[config.mk]
export PLATFORM = sky130hd
export DESIGN_NAME = edulent_mem_responder_flat
export DESIGN_NICKNAME = d
export VERILOG_FILES = /design/src/rtl/edulent_mem_pkg.sv /design/src/rtl/edulent_mem_responder_if.sv /design/src/rtl/edulent_ram_sp.sv /design/src/rtl/edulent_mem_responder.sv /design/src/flat_wrapper.sv
export SDC_FILE = /design/constraint.sdc
export NUM_CORES = 2
export LEC_CHECK = 0
export BUFFER_PORTS_ARGS = -buffer_cell sky130_fd_sc_hd__buf_2
export CAP_MARGIN = 15
export CORE_ASPECT_RATIO = 1.5
export CORE_MARGIN = 2
export CORE_UTILIZATION = 57
export CTS_CLUSTER_DIAMETER = 100
export DETAILED_ROUTE_END_ITERATION = 12
export GPL_TIMING_DRIVEN = 0
export PLACE_DENSITY = 0.76
export SLEW_MARGIN = 10
export SYNTH_ARGS = -nofsm -noshare
export SYNTH_HDL_FRONTEND = slang
export SYNTH_HIERARCHICAL = 1
export SYNTH_SLANG_ARGS = --single-unit
[constraint.sdc]
create_clock -name i_clk -period 17.41 [get_ports i_clk]
set_input_delay 4.3525 -clock i_clk [delete_from_list [all_inputs] [get_ports i_clk]]
set_output_delay 4.3525 -clock i_clk [all_outputs]
set_load 0.01 [all_outputs]
[src/rtl/edulent_mem_pkg.sv]
`default_nettype none
// ============================================================================
//  Module   : edulent_mem_pkg
//  Purpose  : Shared types and sizes for the Edulent memory responder.
//  Revision : 1.0  initial release
// ============================================================================
package edulent_mem_pkg;

    localparam int MEM_ADDR_W = 8;
    localparam int MEM_DATA_W = 8;
    localparam int MEM_DEPTH  = 256;

    typedef enum logic [1:0] {
        ST_IDLE,
        ST_LOAD,
        ST_CLEAR
    } mem_state_t;

endpackage
`default_nettype wire

[src/rtl/edulent_mem_responder_if.sv]
`default_nettype none
// ============================================================================
//  Module   : edulent_mem_responder_if
//  Purpose  : CPU bus, host loader stream and control/status of the responder.
//  Revision : 1.0  initial release
// ============================================================================
interface edulent_mem_responder_if
    import edulent_mem_pkg::*;
#(
    parameter int ADDR_W = MEM_ADDR_W,
    parameter int DATA_W = MEM_DATA_W
);

    logic [ADDR_W-1:0] i_mem_addr;
    logic              i_mem_we;
    logic [DATA_W-1:0] i_mem_wdata;
    logic [DATA_W-1:0] o_mem_rdata;
    logic              i_ld_start;
    logic [ADDR_W-1:0] i_ld_base;
    logic [ADDR_W-1:0] i_ld_len;
    logic              i_ld_valid;
    logic [DATA_W-1:0] i_ld_data;
    logic              o_ld_ready;
    logic              i_clr_start;
    logic              o_cpu_hold;
    logic              o_done;
    logic [ADDR_W:0]   o_ld_count;

    modport slave (
        input  i_mem_addr, i_mem_we, i_mem_wdata,
        input  i_ld_start, i_ld_base, i_ld_len, i_ld_valid, i_ld_data,
        input  i_clr_start,
        output o_mem_rdata, o_ld_ready, o_cpu_hold, o_done, o_ld_count
    );

    modport master (
        output i_mem_addr, i_mem_we, i_mem_wdata,
        output i_ld_start, i_ld_base, i_ld_len, i_ld_valid, i_ld_data,
        output i_clr_start,
        input  o_mem_rdata, o_ld_ready, o_cpu_hold, o_done, o_ld_count
    );

endinterface
`default_nettype wire

[src/rtl/edulent_ram_sp.sv]
`default_nettype none
// ============================================================================
//  Module   : edulent_ram_sp
//  Purpose  : Single-port synchronous RAM, read-first, array not reset.
//  Revision : 1.0  initial release
// ============================================================================
module edulent_ram_sp #(
    parameter int ADDR_W = 8,
    parameter int DATA_W = 8
) (
    input  wire logic              i_clk,
    input  wire logic              i_we,
    input  wire logic [ADDR_W-1:0] i_addr,
    input  wire logic [DATA_W-1:0] i_wdata,
    output logic      [DATA_W-1:0] o_rdata
);

    logic [DATA_W-1:0] r_mem [0:(1<<ADDR_W)-1];
    logic [DATA_W-1:0] r_rdata;

    always_ff @(posedge i_clk) begin
        if (i_we) begin
            r_mem[i_addr] <= i_wdata;
        end
        r_rdata <= r_mem[i_addr];
    end

    assign o_rdata = r_rdata;

endmodule
`default_nettype wire

[src/rtl/edulent_mem_responder.sv]
`default_nettype none
// ============================================================================
//  Module   : edulent_mem_responder
//  Purpose  : CPU-facing RAM with host byte loader and zero-fill engine.
//  Revision : 1.0  initial release
// ============================================================================
module edulent_mem_responder
    import edulent_mem_pkg::*;
#(
    parameter int ADDR_W = MEM_ADDR_W,
    parameter int DATA_W = MEM_DATA_W
) (
    input  wire logic              i_clk,
    input  wire logic              i_rst,
    edulent_mem_responder_if.slave bus
);

    localparam logic [ADDR_W-1:0] c_addr_one = {{(ADDR_W-1){1'b0}}, 1'b1};
    localparam logic [ADDR_W:0]   c_cnt_one  = {{ADDR_W{1'b0}}, 1'b1};
    localparam logic [ADDR_W:0]   c_full_len = {1'b1, {ADDR_W{1'b0}}};

    mem_state_t        r_state, w_state_nxt;
    logic [ADDR_W-1:0] r_addr, w_addr_nxt;
    logic [ADDR_W:0]   r_remain, w_remain_nxt;
    logic [ADDR_W:0]   r_ld_count, w_ld_count_nxt;
    logic              r_done, w_done_nxt;
    logic              r_rd_en;

    logic              w_ram_we;
    logic [ADDR_W-1:0] w_ram_addr;
    logic [DATA_W-1:0] w_ram_wdata;
    logic [DATA_W-1:0] w_ram_q;

    always_comb begin
        w_state_nxt    = r_state;
        w_addr_nxt     = r_addr;
        w_remain_nxt   = r_remain;
        w_ld_count_nxt = r_ld_count;
        w_done_nxt     = 1'b0;
        w_ram_we       = 1'b0;
        w_ram_addr     = bus.i_mem_addr;
        w_ram_wdata    = bus.i_mem_wdata;

        case (r_state)
            ST_IDLE: begin
                w_ram_we = bus.i_mem_we;
                // Clear has priority; a coincident load request is dropped.
                if (bus.i_clr_start) begin
                    w_state_nxt = ST_CLEAR;
                    w_addr_nxt  = '0;
                end else if (bus.i_ld_start) begin
                    w_state_nxt    = ST_LOAD;
                    w_addr_nxt     = bus.i_ld_base;
                    w_remain_nxt   = (bus.i_ld_len == '0) ? c_full_len : {1'b0, bus.i_ld_len};
                    w_ld_count_nxt = '0;
                end
            end
            ST_LOAD: begin
                w_ram_addr  = r_addr;
                w_ram_wdata = bus.i_ld_data;
                if (bus.i_ld_valid) begin
                    w_ram_we       = 1'b1;
                    w_addr_nxt     = r_addr + c_addr_one;
                    w_remain_nxt   = r_remain - c_cnt_one;
                    w_ld_count_nxt = r_ld_count + c_cnt_one;
                    if (r_remain == c_cnt_one) begin
                        w_state_nxt = ST_IDLE;
                        w_done_nxt  = 1'b1;
                    end
                end
            end
            ST_CLEAR: begin
                w_ram_we    = 1'b1;
                w_ram_addr  = r_addr;
                w_ram_wdata = '0;
                w_addr_nxt  = r_addr + c_addr_one;
                if (&r_addr) begin
                    w_state_nxt = ST_IDLE;
                    w_done_nxt  = 1'b1;
                end
            end
            default: begin
                w_state_nxt = ST_IDLE;
            end
        endcase
    end

    always_ff @(posedge i_clk) begin
        if (i_rst) begin
            r_state    <= ST_IDLE;
            r_addr     <= '0;
            r_remain   <= '0;
            r_ld_count <= '0;
            r_done     <= 1'b0;
            r_rd_en    <= 1'b0;
        end else begin
            r_state    <= w_state_nxt;
            r_addr     <= w_addr_nxt;
            r_remain   <= w_remain_nxt;
            r_ld_count <= w_ld_count_nxt;
            r_done     <= w_done_nxt;
            r_rd_en    <= (r_state == ST_IDLE);
        end
    end

    edulent_ram_sp #(
        .ADDR_W (ADDR_W),
        .DATA_W (DATA_W)
    ) u_ram (
        .i_clk   (i_clk),
        .i_we    (w_ram_we & ~i_rst),
        .i_addr  (w_ram_addr),
        .i_wdata (w_ram_wdata),
        .o_rdata (w_ram_q)
    );

    // The RAM output register has no reset, so read data is qualified here.
    assign bus.o_mem_rdata = r_rd_en ? w_ram_q : '0;
    assign bus.o_ld_ready  = (r_state == ST_LOAD);
    assign bus.o_cpu_hold  = (r_state != ST_IDLE);
    assign bus.o_done      = r_done;
    assign bus.o_ld_count  = r_ld_count;

endmodule
`default_nettype wire

[src/flat_wrapper.sv]
// flat-port wrapper written by rule: the top's interface ports become plain ports
module edulent_mem_responder_flat import edulent_mem_pkg::*;
#(
    parameter int ADDR_W = MEM_ADDR_W,
    parameter int DATA_W = MEM_DATA_W
)
  (i_clk, i_rst, bus_i_mem_addr, bus_i_mem_we, bus_i_mem_wdata, bus_i_ld_start, bus_i_ld_base, bus_i_ld_len, bus_i_ld_valid, bus_i_ld_data, bus_i_clr_start, bus_o_mem_rdata, bus_o_ld_ready, bus_o_cpu_hold, bus_o_done, bus_o_ld_count);
  edulent_mem_responder_if #(.ADDR_W(ADDR_W), .DATA_W(DATA_W)) bus_i ();
  input  wire logic i_clk;
  input  wire logic i_rst;
  input wire logic [$bits(bus_i.i_mem_addr)-1:0] bus_i_mem_addr;
  input wire logic [$bits(bus_i.i_mem_we)-1:0] bus_i_mem_we;
  input wire logic [$bits(bus_i.i_mem_wdata)-1:0] bus_i_mem_wdata;
  input wire logic [$bits(bus_i.i_ld_start)-1:0] bus_i_ld_start;
  input wire logic [$bits(bus_i.i_ld_base)-1:0] bus_i_ld_base;
  input wire logic [$bits(bus_i.i_ld_len)-1:0] bus_i_ld_len;
  input wire logic [$bits(bus_i.i_ld_valid)-1:0] bus_i_ld_valid;
  input wire logic [$bits(bus_i.i_ld_data)-1:0] bus_i_ld_data;
  input wire logic [$bits(bus_i.i_clr_start)-1:0] bus_i_clr_start;
  output wire logic [$bits(bus_i.o_mem_rdata)-1:0] bus_o_mem_rdata;
  output wire logic [$bits(bus_i.o_ld_ready)-1:0] bus_o_ld_ready;
  output wire logic [$bits(bus_i.o_cpu_hold)-1:0] bus_o_cpu_hold;
  output wire logic [$bits(bus_i.o_done)-1:0] bus_o_done;
  output wire logic [$bits(bus_i.o_ld_count)-1:0] bus_o_ld_count;
  assign bus_i.i_mem_addr = bus_i_mem_addr;
  assign bus_i.i_mem_we = bus_i_mem_we;
  assign bus_i.i_mem_wdata = bus_i_mem_wdata;
  assign bus_i.i_ld_start = bus_i_ld_start;
  assign bus_i.i_ld_base = bus_i_ld_base;
  assign bus_i.i_ld_len = bus_i_ld_len;
  assign bus_i.i_ld_valid = bus_i_ld_valid;
  assign bus_i.i_ld_data = bus_i_ld_data;
  assign bus_i.i_clr_start = bus_i_clr_start;
  assign bus_o_mem_rdata = bus_i.o_mem_rdata;
  assign bus_o_ld_ready = bus_i.o_ld_ready;
  assign bus_o_cpu_hold = bus_i.o_cpu_hold;
  assign bus_o_done = bus_i.o_done;
  assign bus_o_ld_count = bus_i.o_ld_count;
  edulent_mem_responder #(.ADDR_W(ADDR_W), .DATA_W(DATA_W)) u_core (.i_clk(i_clk), .i_rst(i_rst), .bus(bus_i));
endmodule
-- Yosys cells after proc, flatten, opt, wreduce, memory -nomap -nowiden
Memory sizes are Yosys's and may differ from the RTL's. A register that Yosys moved wholly into a read port is not among the register bits.
Cells that the tools add are included.
- add/sub/neg operators: 3
- $mul: 0
- div/mod/pow operators: 0
- order comparisons: 0
- equality and inequality tests: 9
- shift operators: 0
- multiplexer cells: 30
- bitwise gates (word level): 2
- reduce and logical (&&, ||, !) cells: 10
- operator list (operator ; number):
    two-way mux 9 bit ; 7
    two-way mux 8 bit ; 5
    case mux 9 bit (2 select lines) ; 2
    case mux 8 bit (3 select lines) ; 1
    case mux 8 bit (2 select lines) ; 1
    two-way mux 2 bit ; 5
    adder 9 x 1 -> 9 bit (second input constant) ; 1
    equality test 9 x 1 -> 1 bit (second input constant) ; 1
    subtractor 9 x 1 -> 9 bit (second input constant) ; 1
    adder 8 x 1 -> 8 bit (second input constant) ; 1
    zero test 8 bit ; 1
    AND reduction 4 bit ; 2
    AND reduction 8 bit ; 1
    two-way mux 1 bit ; 6
    != test 2 bit (second input constant) ; 3
    case mux 2 bit (3 select lines) ; 1
    != test 2 x 1 -> 1 bit (second input constant) ; 2
    nonzero test 2 bit ; 2
    != test 3 bit (second input constant) ; 1
    case mux 1 bit (3 select lines) ; 1
    AND reduction 3 bit ; 1
    nonzero test 3 bit ; 1
    equality test 2 x 1 -> 1 bit (second input constant) ; 1
    equality test 2 bit (second input constant) ; 1
    5 further kinds ; 5
- register bits: 30
- bits in latches: 0
- bits in writable memories: 2048
- ROM bits: 0
- bits of input ports: 46
- logic and storage cells: 61
- memories kept: 1
- memory list (memory ; words ; bits a word ; rd ports ; clocked after Yosys merged registers in ; wr ports ; RTL line ; text):
    u_core.u_ram.r_mem ; 256 ; 8 ; 1 ; 1 ; 1 ; edulent_ram_sp.sv:18 ; logic [DATA_W-1:0] r_mem [0:(1<<ADDR_W)-1];

-- Logic depth before layout (Yosys ltp)
- depth in word-level cells: 5
- gate-level depth with buffers: 15

-- Modules after synthesis
Netlist, hierarchy kept.
- modules (own cells, without submodules) (module ; times used ; cells an instance ; area each (µm²)):
    edulent_ram_sp ; 1 ; 3547 ; 78492.8
    edulent_mem_responder ; 1 ; 267 ; 2011.9

-- Worst setup path before layout
No wires, ideal clock.
- path kind: input to register
- from: in bus_i_mem_wdata[6]
- to: mem u_core.u_ram.r_mem[0][6] (data pin)
- arrival time: 14.290 ns
- setup slack: 0.932 ns
- cell stages on the path: 2
- path buffers: 0
- path through: inv_1 o21ai_0
- cells in the longest elaborated chain, start to end: 1
- RTL lines (what ; RTL line ; text):
    start, declared ; flat_wrapper.sv:13 ; input wire logic [$bits(bus_i.i_mem_wdata)-1:0] bus_i_mem_wdata;
    case mux 8 bit (2 select lines) ; edulent_mem_responder.sv:44 ; case (r_state)
    net u_core.w_ram_wdata[6] ; edulent_mem_responder.sv:31 ; logic [DATA_W-1:0] w_ram_wdata;
    end, declared ; edulent_ram_sp.sv:18 ;
The timed path passes the listed nets, and every way through them passes these cells.

-- Final worst setup path
- from: in bus_i_mem_addr[3]
- to: mem u_core.u_ram.r_mem[96][2], enable pin
- cells in the longest elaborated chain, start to end: 1
- RTL lines (what ; RTL line ; text):
    start, declared ; flat_wrapper.sv:11 ; input wire logic [$bits(bus_i.i_mem_addr)-1:0] bus_i_mem_addr;
    two-way mux 8 bit ; edulent_mem_responder.sv:44 ;
    net u_core.w_ram_addr[3] ; edulent_mem_responder.sv:30 ; logic [ADDR_W-1:0] w_ram_addr;
The timed path passes the listed nets, and every way through them passes these cells.

==> flow_metrics.env <==
export IMPL_rows=168
export IMPL_synth_edf_count=2048
export IMPL_min_path_cells=2
export IMPL_vdd_ir_drop_max_v=0.000106
export IMPL_cts_tree="built"
export IMPL_cts_clk_slew_worst_paths_ps=70
export IMPL_numCtsBuffers=172
export IMPL_antenna_found_initial=5
export IMPL_rsz0062_at_grt="no"
export IMPL_ys_seq_area_share_pct=77.3
export IMPL_startpoint_type="input pin"
export IMPL_root_buffer="clkbuf_16"
export IMPL_worst_slack_ps=8450
export IMPL_drv_cap=0
export IMPL_worstSetupPathType="in2reg"
export IMPL_placed_area_um2=85000
export IMPL_cts_htree_levels=4
export IMPL_wl_per_cell_um=35.4
export IMPL_critical_path_depth=9
export IMPL_io_pins=66
export IMPL_p_leak_nw=27.7
export IMPL_timing_setup_tns_ps=0
export IMPL_drc=0
export IMPL_p_total_mw=11.5
export IMPL_cts_buffer_depth=3
export IMPL_min_period_ps=8960
export IMPL_final_cell_mix="edfxtp_1, mux4_2, a22oi_1"
export IMPL_hold_viol=0
export IMPL_worstSetupEndpointType="flip-flop"
export IMPL_tightest_slew_ps=1390
export IMPL_postRouteAntennaNets=0
export IMPL_critPathMaxStageDelay_ps=860
export IMPL_final_core_util_pct=64.6
export IMPL_post_route_period_util_pct=51.5
export IMPL_design_die_area_um2=144000
export IMPL_clock_latency_ps=810
export IMPL_portBuffers=65
export IMPL_drive_gt1_share_pct=24.0
export IMPL_hold_class="reg2reg"
export IMPL_max_freq_mhz=112
export IMPL_postCtsSetupBuffers=0
export IMPL_routed_wl_mm=218
export IMPL_via_per_inst=6.87
export IMPL_synthFlopType="edfxtp_1"
export IMPL_grt_pass1_wl_mm=306
export IMPL_status="finished clean"
export IMPL_post_cts_resized=0
export IMPL_dpl_worst_slack_ps=7940
export IMPL_syn_avg_cell_area_um2=21.1
export IMPL_synth_cells=3814
export IMPL_floorplan_die_width_um=311
export IMPL_post_dp_hpwl_mm=149
export IMPL_gp_congestion=0.969
export IMPL_setup_viol=0
export IMPL_cp_slowest_cell="nor2_1"
export IMPL_synth_seq_cells=2086
export IMPL_hold_buffers=0
export IMPL_start_util_pct=57.5
export IMPL_drt_first_pass_iters=7
export IMPL_synth_distinct_cells=55
export IMPL_grt_max_degree=41
export IMPL_timing_critical_path_buf_inv=5
export IMPL_clock_sinks=2086
export IMPL_critical_path_cell_chain="buf_2 -> mux2_2 -> clkbuf_1 -> nor2_1 -> clkbuf_2 -> clkbuf_1 -> nand3_1 -> clkbuf_2 -> nor2_1"
export IMPL_netlist_area_um2=80500
export IMPL_cp_max_fo=10
export IMPL_critPathTopFamily="buffers and inverters"
export IMPL_reg2reg_depth=12
export IMPL_ys_async_sr_fraction_pct=0
export IMPL_area_growth_pct=12.4
export IMPL_slew_headroom_pct=6.21
export IMPL_grt_pass1_vias=42264
export IMPL_coreArea_um2=140000
export IMPL_final_nets=4200
export IMPL_skew_ps=29.9
export IMPL_cp_required_ps=17830
export IMPL_slew_viol_final=0
export IMPL_vias=42274
export IMPL_p_per_area_nw_per_um2=127
export IMPL_cp_arrival_ps=9380
export IMPL_globalRouteOverflowTotal=0
export IMPL_syn_nets=3868
export IMPL_track_usage_pct=30.3
export IMPL_yosysWarnings=6
export IMPL_finish_instance_area_um2=90500
export IMPL_drtIter0Drc=6992
export IMPL_die_y_um=464
export IMPL_final_common_cell="edfxtp_1"
## cell type report
type | instances | area [um2]
clock buffer | 214 | 4570
clock inverter | 93 | 818
multi-input combinational | 1461 | 17200
antenna | 7 | 17.5
inverter | 21 | 78.8
sequential | 2086 | 62300
fill | 8841 | 49500
timing repair buffer | 158 | 2040
buffer | 246 | 1180
tap | 1870 | 2340
## through the flow
step	hold WS, ps	cells
after floorplan	458	3814
after global placement	474	5749
after detailed placement	487	5833
after CTS	505	6140
after global routing	514	6150
final	508	6156
## registers in the layout, summed over array words and instances, names as in the netlist
name / count
u_core/bus.o_done: 1
u_core/r_rd_en: 1
u_core/r_addr: 8
u_core/r_state: 2
u_core/u_ram/o_rdata: 8
u_core/u_ram/r_mem: 2048
u_core/r_remain: 9
u_core/bus.o_ld_count: 9
## Yosys cell counts, types with 3 or more instances
cell / number / area share (%)
buf_1: 19 / 0.089
nand3_1: 20 / 0.12
xor2_1: 3 / 0.033
ha_1: 8 / 0.12
nor3_1: 32 / 0.20
nand2_1: 59 / 0.28
a311oi_1: 3 / 0.033
nor2b_1: 11 / 0.085
o21ai_0: 25 / 0.16
inv_1: 20 / 0.093
a22oi_1: 259 / 2.4
o31ai_1: 4 / 0.037
and2_1: 13 / 0.10
nor2_1: 246 / 1.1
buf_6: 16 / 0.22
buf_4: 17 / 0.16
o21a_1: 3 / 0.028
a21oi_1: 150 / 0.93
clkbuf_1: 154 / 0.72
o41ai_1: 32 / 0.35
or3_1: 4 / 0.031
nand2b_1: 9 / 0.070
mux2_2: 7 / 0.098
or4_1: 3 / 0.028
buf_2: 39 / 0.24
a211oi_1: 7 / 0.065
mux4_2: 512 / 14
edfxtp_1: 2048 / 76
nor4_1: 5 / 0.039
nand4_1: 14 / 0.11
o22ai_1: 3 / 0.023
dfxtp_1: 38 / 0.94
## cells by family after synthesis
kind of cell,after synthesis,share of synthesized area (%)
DFF,2086,77.3
AOI/OAI and AO/OA,502,4.21
muxes,519,14.4
buffers and inverters,267,1.54
xor gates and xnor gates,4,0.0435
adders and majority gates,8,0.124
and+or+nand+nor,428,2.33
## routing by layer
metal / GRT usage (%) / wire length (um) / up-vias
li1: - / - / 16701
met1: 34.0 / 67100 / 21876
met2: 51.1 / 110000 / 2978
met3: 7.01 / 22000 / 715
met4: 22.1 / 19100 / 4
met5: 0 / 33 / -
## final timing paths
check / from / end / slack [ps]
worst max-delay path: bus_i_mem_addr[3] / u_core/u_ram/r_mem[96][2] / 8450
worst min-delay path: u_core/r_remain[5] / u_core/r_remain[5] / 510
worst max register to register: u_core/r_state[0] / u_core/u_ram/r_mem[96][2] / 10430
worst min register to register: u_core/r_remain[5] / u_core/r_remain[5] / 510
## report_power, final
part           total [mW]  switching [mW]  internal, mW  leakage (nW)
logic                1.95            1.27         0.681          6.25
registers            5.73          0.0140          5.71          18.8
clock network        3.77            1.70          2.07          2.63
total                11.5            2.99          8.46          27.7
## worst min-delay path: stages, from the launching register on
cell      delay [ps]
dfxtp_1          330
inv_1             60
a221oi_1          60
Power figures use the tool's default switching activity.
